===== config.mk =====
export PLATFORM = sky130hd
export DESIGN_NAME = md_issue_stage_flat
export DESIGN_NICKNAME = d
export VERILOG_FILES = /design/src/rtl/md_issue_stage_pkg.sv /design/src/rtl/md_issue_stage_if.sv /design/src/rtl/md_class_decode.sv /design/src/rtl/md_issue_stage.sv /design/src/flat_wrapper.sv
export SDC_FILE = /design/constraint.sdc
export NUM_CORES = 1
export LEC_CHECK = 0
export ABC_AREA = 1
export CAP_MARGIN = 20
export CORE_UTILIZATION = 30
export DETAILED_ROUTE_END_ITERATION = 10
export PLACE_DENSITY_LB_ADDON = 0.15
export SLEW_MARGIN = 25
export SYNTH_ARGS = -nofsm -noshare
export SYNTH_HDL_FRONTEND = slang
export SYNTH_HIERARCHICAL = 1
export SYNTH_SLANG_ARGS = --single-unit
export TNS_END_PERCENT = 30

===== constraint.sdc =====
create_clock -name clk -period 3.95 [get_ports clk]
set_clock_uncertainty 0.15 [all_clocks]
set_input_delay 0.395 -clock clk [delete_from_list [all_inputs] [get_ports clk]]
set_output_delay 0.395 -clock clk [all_outputs]
set_load 0.02 [all_outputs]

===== src/rtl/md_issue_stage_pkg.sv =====
// Shared multiply/divide opcode and funct constants, plus the E-stage payload type.
package md_issue_stage_pkg;

  localparam logic [5:0] OP_SPECIAL = 6'b000000;
  localparam logic [5:0] FN_MULT    = 6'b011000;
  localparam logic [5:0] FN_MULTU   = 6'b011001;
  localparam logic [5:0] FN_DIV     = 6'b011010;
  localparam logic [5:0] FN_DIVU    = 6'b011011;
  localparam logic [5:0] FN_MFHI    = 6'b010000;
  localparam logic [5:0] FN_MTHI    = 6'b010001;
  localparam logic [5:0] FN_MFLO    = 6'b010010;
  localparam logic [5:0] FN_MTLO    = 6'b010011;

  typedef struct packed {
    logic        valid;
    logic [31:0] instr;
    logic [31:0] pc;
    logic [31:0] data1;
    logic [31:0] data2;
  } e_stage_t;

endpackage


===== src/rtl/md_issue_stage_if.sv =====
// D-stage inputs, E-stage payload and stall status of the md issue stage.
interface md_issue_stage_if;
  logic        d_valid;
  logic [31:0] d_instr;
  logic [31:0] d_pc;
  logic [31:0] d_rs_data;
  logic [31:0] d_rt_data;
  logic        md_busy;
  logic        flush;
  logic        e_valid;
  logic [31:0] e_instr;
  logic [31:0] e_pc;
  logic [31:0] e_data1;
  logic [31:0] e_data2;
  logic        stall;
  logic [31:0] stall_cnt;

  modport master (
    output d_valid, d_instr, d_pc, d_rs_data, d_rt_data, md_busy, flush,
    input  e_valid, e_instr, e_pc, e_data1, e_data2, stall, stall_cnt
  );

  modport slave (
    input  d_valid, d_instr, d_pc, d_rs_data, d_rt_data, md_busy, flush,
    output e_valid, e_instr, e_pc, e_data1, e_data2, stall, stall_cnt
  );
endinterface


===== src/rtl/md_class_decode.sv =====
// Combinational md-class / start-class classifier for one instruction slot.
module md_class_decode
  import md_issue_stage_pkg::*;
(
  input  logic       valid_i,
  input  logic [5:0] op_i,
  input  logic [5:0] funct_i,
  output logic       md_o,
  output logic       start_o
);
  logic special;

  assign special = valid_i && (op_i == OP_SPECIAL);

  always_comb begin
    md_o    = 1'b0;
    start_o = 1'b0;
    if (special) begin
      unique case (funct_i)
        FN_MULT, FN_MULTU, FN_DIV, FN_DIVU: begin
          md_o    = 1'b1;
          start_o = 1'b1;
        end
        FN_MFHI, FN_MTHI, FN_MFLO, FN_MTLO: md_o = 1'b1;
        default: ;
      endcase
    end
  end
endmodule


===== src/rtl/md_issue_stage.sv =====
// D->E issue register that holds back md instructions while the mul/div unit is busy.
// Optional stall-cycle counter enabled by MD_STALL_CNT_EN.
module md_issue_stage
  import md_issue_stage_pkg::*;
(
  input  logic             clk,
  input  logic             reset,
  md_issue_stage_if.slave  md_if
);
  e_stage_t e_q, e_d;
  logic     d_md, d_start, e_md, e_start;

  md_class_decode u_dec_d (
    .valid_i (md_if.d_valid),
    .op_i    (md_if.d_instr[31:26]),
    .funct_i (md_if.d_instr[5:0]),
    .md_o    (d_md),
    .start_o (d_start)
  );

  md_class_decode u_dec_e (
    .valid_i (e_q.valid),
    .op_i    (e_q.instr[31:26]),
    .funct_i (e_q.instr[5:0]),
    .md_o    (e_md),
    .start_o (e_start)
  );

  // A start sitting in E has not raised md_busy yet, so it must also block.
  assign md_if.stall = d_md && (md_if.md_busy || e_start);

  always_comb begin
    e_d = '0;
    if (!md_if.flush && !md_if.stall) begin
      e_d.valid = md_if.d_valid;
      e_d.instr = md_if.d_instr;
      e_d.pc    = md_if.d_pc;
      e_d.data1 = md_if.d_rs_data;
      e_d.data2 = md_if.d_rt_data;
    end
  end

  always_ff @(posedge clk or negedge reset) begin
    if (!reset) e_q <= '0;
    else        e_q <= e_d;
  end

  assign md_if.e_valid = e_q.valid;
  assign md_if.e_instr = e_q.instr;
  assign md_if.e_pc    = e_q.pc;
  assign md_if.e_data1 = e_q.data1;
  assign md_if.e_data2 = e_q.data2;

`ifdef MD_STALL_CNT_EN
  logic [31:0] stall_cnt_q, stall_cnt_d;

  always_comb begin
    stall_cnt_d = stall_cnt_q;
    if (md_if.stall && (stall_cnt_q != 32'hFFFF_FFFF)) stall_cnt_d = stall_cnt_q + 32'd1;
  end

  always_ff @(posedge clk or negedge reset) begin
    if (!reset) stall_cnt_q <= '0;
    else        stall_cnt_q <= stall_cnt_d;
  end

  assign md_if.stall_cnt = stall_cnt_q;
`else
  assign md_if.stall_cnt = '0;
`endif

  logic unused_e_md;
  assign unused_e_md = e_md;
endmodule

===== src/flat_wrapper.sv =====
// flat-port wrapper written by rule: the top's interface ports become plain ports
module md_issue_stage_flat import md_issue_stage_pkg::*;
  (clk, reset, md_if_d_valid, md_if_d_instr, md_if_d_pc, md_if_d_rs_data, md_if_d_rt_data, md_if_md_busy, md_if_flush, md_if_e_valid, md_if_e_instr, md_if_e_pc, md_if_e_data1, md_if_e_data2, md_if_stall, md_if_stall_cnt);
  md_issue_stage_if md_if_i ();
  input  logic clk;
  input  logic reset;
  input wire logic [$bits(md_if_i.d_valid)-1:0] md_if_d_valid;
  input wire logic [$bits(md_if_i.d_instr)-1:0] md_if_d_instr;
  input wire logic [$bits(md_if_i.d_pc)-1:0] md_if_d_pc;
  input wire logic [$bits(md_if_i.d_rs_data)-1:0] md_if_d_rs_data;
  input wire logic [$bits(md_if_i.d_rt_data)-1:0] md_if_d_rt_data;
  input wire logic [$bits(md_if_i.md_busy)-1:0] md_if_md_busy;
  input wire logic [$bits(md_if_i.flush)-1:0] md_if_flush;
  output wire logic [$bits(md_if_i.e_valid)-1:0] md_if_e_valid;
  output wire logic [$bits(md_if_i.e_instr)-1:0] md_if_e_instr;
  output wire logic [$bits(md_if_i.e_pc)-1:0] md_if_e_pc;
  output wire logic [$bits(md_if_i.e_data1)-1:0] md_if_e_data1;
  output wire logic [$bits(md_if_i.e_data2)-1:0] md_if_e_data2;
  output wire logic [$bits(md_if_i.stall)-1:0] md_if_stall;
  output wire logic [$bits(md_if_i.stall_cnt)-1:0] md_if_stall_cnt;
  assign md_if_i.d_valid = md_if_d_valid;
  assign md_if_i.d_instr = md_if_d_instr;
  assign md_if_i.d_pc = md_if_d_pc;
  assign md_if_i.d_rs_data = md_if_d_rs_data;
  assign md_if_i.d_rt_data = md_if_d_rt_data;
  assign md_if_i.md_busy = md_if_md_busy;
  assign md_if_i.flush = md_if_flush;
  assign md_if_e_valid = md_if_i.e_valid;
  assign md_if_e_instr = md_if_i.e_instr;
  assign md_if_e_pc = md_if_i.e_pc;
  assign md_if_e_data1 = md_if_i.e_data1;
  assign md_if_e_data2 = md_if_i.e_data2;
  assign md_if_stall = md_if_i.stall;
  assign md_if_stall_cnt = md_if_i.stall_cnt;
  md_issue_stage u_core (.clk(clk), .reset(reset), .md_if(md_if_i));
endmodule

[After elaboration in Yosys (flattened, before gate mapping)]
Cells that the tools add are included.
Cells by class
  equal/unequal tests: 12
  muxes and demuxes: 5
  reduce and logical (&&, ||, !) cells: 11
Operator list (number)
  two-way mux 129 bit: 1
  equality test 6 x 5 -> 1 bit, second input constant: 12
  logical NOT 6 bit: 2
  OR reduction 8 bit: 1
  logical AND 1 bit: 4
  two-way mux 1 bit: 4
  OR reduction 4 bit: 1
  logical NOT 1 bit: 2
  logical OR 1 bit: 1
Storage, ports and cells
  register bits after elaboration: 129
  bits of input ports: 133
  output and inout bits: 162

[Logic depth before layout (Yosys ltp)]
  depth in word-level cells: 9
  depth in mapped cells: 10
  depth with buffers taken out: 8

[By module]
The synthesis kept the hierarchy.
By module, submodules not included
  md_issue_stage: times used 1, cells an instance 438, area an instance 4605.7 um2, sequential area each 3228.1 um2
  md_class_decode: times used 2, cells an instance 18, area an instance 71.3 um2, sequential area each 0.0 um2

[Least setup slack after synthesis]
OpenSTA, ideal clock, no wires.
  path type: register -> register
  start: register u_core.e_q (netlist bit u_core/md_if.e_instr[28])
  end: register u_core.e_q (netlist bit u_core/md_if.e_instr[22])
  arrival time: 1.341 ns
  data required time: 3.685 ns
  setup slack: 2.344 ns
  cell stages (with the launch flop): 11
  buffers on the path: 2
  period minus slack after synthesis: 1.606 ns
  cell sequence: dfrtp_1 -> inv_1 -> nand2_1 -> nor2_1 -> nand2_1 -> nor2_1 -> o21ai_2 -> nand2_1 -> buf_2 -> buf_6 -> nor2_1
RTL lines
  start: declaration: RTL line md_issue_stage.sv:10  | e_stage_t e_q, e_d;
  start signal: assignment: RTL line md_issue_stage.sv:44  | if (!reset) e_q <= '0;
  start signal: assignment: RTL line md_issue_stage.sv:45  | else e_q <= e_d;

[Final worst setup path]
  start: input md_if_d_instr[31]
  end: output md_if_stall
On the way
  cells in the longest elaborated chain, start to end: 4
Ends and longest elaborated chain
  start: declaration: RTL line flat_wrapper.sv:8  | input wire logic [$bits(md_if_i.d_instr)-1:0] md_if_d_instr;
  logical NOT 6 bit: RTL line md_class_decode.sv:13  | assign special = valid_i && (op_i == OP_SPECIAL);
  logical AND 1 bit: RTL line md_class_decode.sv:13
  two-way mux 1 bit: RTL line md_class_decode.sv:18  | if (special) begin
  via u_core.d_md: RTL line md_issue_stage.sv:11  | logic d_md, d_start, e_md, e_start;
  logical AND 1 bit: RTL line md_issue_stage.sv:30  | assign md_if.stall = d_md && (md_if.md_busy || e_start);
  end: declaration: RTL line flat_wrapper.sv:19  | output wire logic [$bits(md_if_i.stall)-1:0] md_if_stall;
The timed path passes the listed nets, and every way through them passes these cells.

==> reports/results.env <==
OUTCOME='finished, violations left'
VIOLATIONS_IN_THE_FINAL_REPORTS='hold timing'
GRT_PASS1_WL_UM=18800
CLKSINKCOUNT=129
CLKTRANSATPATHREGS_NS=0.05
FINISH.UTILIZATION=0.517
CP_SLOWEST_STAGE_DELAY_NS=0.59
TOTAL_NUMBER_OF_VIAS=3556
HOLDCRITPATHCLASS='input pin to asynchronous set/reset pin'
CRITICAL_PATH.ENDPOINT_TYPE='output port'
DIE_H_UM=128
POST-PLACE-WS_NS=1.40
TIMING.FINAL.WS_SETUP_NS=1.41
WL_UM=12100
SYNTHESIS.INSTANCES=470
VIAS_IN_THE_FIRST_GLOBAL_ROUTE=3658
CLKLATENCYLATEPIN_NS=0.40
FINAL_LAYOUT_SIZE_SUFFIX_GT1_FRAC=0.0441
FIN_WORST_HOLD_SLACK_NS=-0.0660
CTS_MADE_BUFFERS=17
FINALSETUPVIOLCOUNT=0
HPWLAFTERDP_UM=9000
CTS-ROOT-BUF='sky130_fd_sc_hd__clkbuf_16'
GRT_UTIL_ALL_LAYERS=0.155
CRIT_CHAIN='clkdlybuf4s50_1 -> inv_1 -> nand2_1 -> nor2_1 -> nand2_1 -> nor2_1 -> o21ai_2 -> inv_1 -> clkdlybuf4s50_1'
FP-ROW-COUNT=45
ANTENNA_FOUND_INITIAL=0
MAX_FREQ_GHz=0.394
DESIGN.DIE.AREA_UM2=16300
CLOCK_TREE.HTREE_LEVEL_COUNT=4
FIRST_PASS_ITERS=4
GRT_START_MAX_NET_PINS=112
MAXCAPVIOLCOUNT=0
LAYOUT.FILLER_CELLS=1397
GP_CONGESTION=0.755
POST_SYNTH_INSTANCE_AREA_UM2=4730
INSERTEDDIODECOUNT=0
CRIT_PATH_START_KIND='input pin'
CHIPWIDTH_UM=128
POST_CTS_HOLD_BUFFER_COUNT=0
GLOBALROUTEOVERFLOWTOTAL=0
DRT-VIAS-PER-INSTANCE=3.71
DPL.CELL_COUNT=930
IRDROPWORSTVDD_V=0.000265
DRV_SLEW=0
DRT-INITIAL-DRC-COUNT=96
PORTBUFFERS=262
TIMING_HOLD_VIOLATIONS_FINAL=60
PIN_COUNT=295
ANTENNA_VIOLATING_NETS_POST_ROUTE=0
YOSYSWARNINGS=6
STATIC-LEAKAGE-POWER_nW=4.08
RSZ_0062_RAISED_AFTER_GLOBAL_ROUTING='false'
WL_PER_CELL_UM=12.7
CTS_SETUP_BUFFERS=0
SYN_AREA_PER_CELL_UM2=10.1
LAYOUTNONFILLERINSTCOUNT=959
CTS-RESIZED-GATES=0
WORST_EP_ARRIVAL_TIME_NS=1.99
SUM_NEG_SETUP_SLACK_NS=0
CRITICAL_PATH.MAX_FANOUT=2
FINAL_PERIOD_MINUS_WORST_SETUP_SLACK_NS=2.54
DRC=0
FINAL_NET_COUNT=871
SYN_TO_FINAL_GROWTH_PCT=67.2
CTS_MAX_PATH_BUFFERS=2
TIMING.MAX_SLEW.REL_SLACK=0.415
WORST_PATH_MAX_DELAY_CELL='sky130_fd_sc_hd__clkdlybuf4s50_1'
DESIGN.CORE.AREA_UM2=15300
CRIT_REQUIRED_NS=3.40
INITIAL_UTIL=0.309
WORST-SETUP-PATH-TYPE='input pin to output port'
CTS_TREE='built'
WORST_SLEW_PIN_TRAN_NS=0.877
P_PER_AREA_nW_PER_UM2=416
FINALCRITPERIODSHARE=0.642
==> path summary, 6_finish.rpt <==
check                                          from                  endpoint  slack (ns)  depth (start not counted)
max                               md_if_d_instr[31]               md_if_stall        1.41                          9
min                                           reset  u_core/md_if.e_instr[23]       -0.07                          1
max reg2reg                u_core/md_if.e_instr[26]  u_core/md_if.e_data1[30]        1.87                          9
min reg2reg                u_core/md_if.e_instr[29]  u_core/md_if.e_data2[15]        0.99                          6
max in group asynchronous                     reset  u_core/md_if.e_data2[19]        2.87                          2
min in group clk                  md_if_d_instr[23]  u_core/md_if.e_instr[23]        0.35                          3
==> through the flow <==
step                      total power (W)  hold WS, ns  cell area [um2]
after floorplan                   0.00166      -0.0506             4850
after global placement            0.00194        0.450             7390
after detailed placement          0.00194        0.468             7390
after CTS                         0.00334       0.0275             7910
after global routing              0.00344       0.0256             7910
final                             0.00329      -0.0660             7910
==> registers in the layout, indices dropped and copies added (netlist names) <==
signal	cells
u_core/md_if.e_valid	1
u_core/md_if.e_instr	32
u_core/md_if.e_pc	32
u_core/md_if.e_data2	32
u_core/md_if.e_data1	32
==> layout make-up <==
cell class | count | area, um2 | share of cell area
flip-flops and latches | 129 | 3230 | 0.408
inverters | 145 | 544 | 0.0688
well taps | 211 | 264 | 0.0334
clock buffers | 24 | 492 | 0.0622
clock inverters | 5 | 31.3 | 0.00395
repair buffers | 264 | 2650 | 0.335
multi-input cells | 181 | 698 | 0.0882
==> cells in the final DEF, fill, tap and decap left out, drive strengths merged <==
cell type and instances:
conb 32, clkbuf 25, nor2 137, clkinv 4, nand2 10, buf 2, dfrtp 129, o21ai 1
inv 145, nand3 1, clkdlybuf4s50 261, clkinvlp 1
==> where the power goes <==
part	leakage [nW]	switching [W]	internal, W	total, W
registers	1.66	0.0000203	0.00139	0.00141
clock network	0.258	0.000521	0.000854	0.00137
logic	2.16	0.000249	0.000255	0.000504
total	4.08	0.000790	0.00250	0.00329
==> worst max-delay path: cells and delay by family <==
kind	cells	cell delay (ns)
buf+inv	4	1.14
compound gates	1	0.10
simple gates	4	0.35
==> metal layers <==
| layer | up-vias | wire length (um) | global-route usage |
|---|---|---|---|
| met3 | 19 | 1190 | 0.0662 |
| met2 | 193 | 6110 | 0.269 |
| li1 | 1737 | - | - |
| met4 | 0 | 263 | 0.0720 |
| met1 | 1607 | 4570 | 0.164 |
| met5 | - | 0 | 0 |
Power figures use the tool's default switching activity.
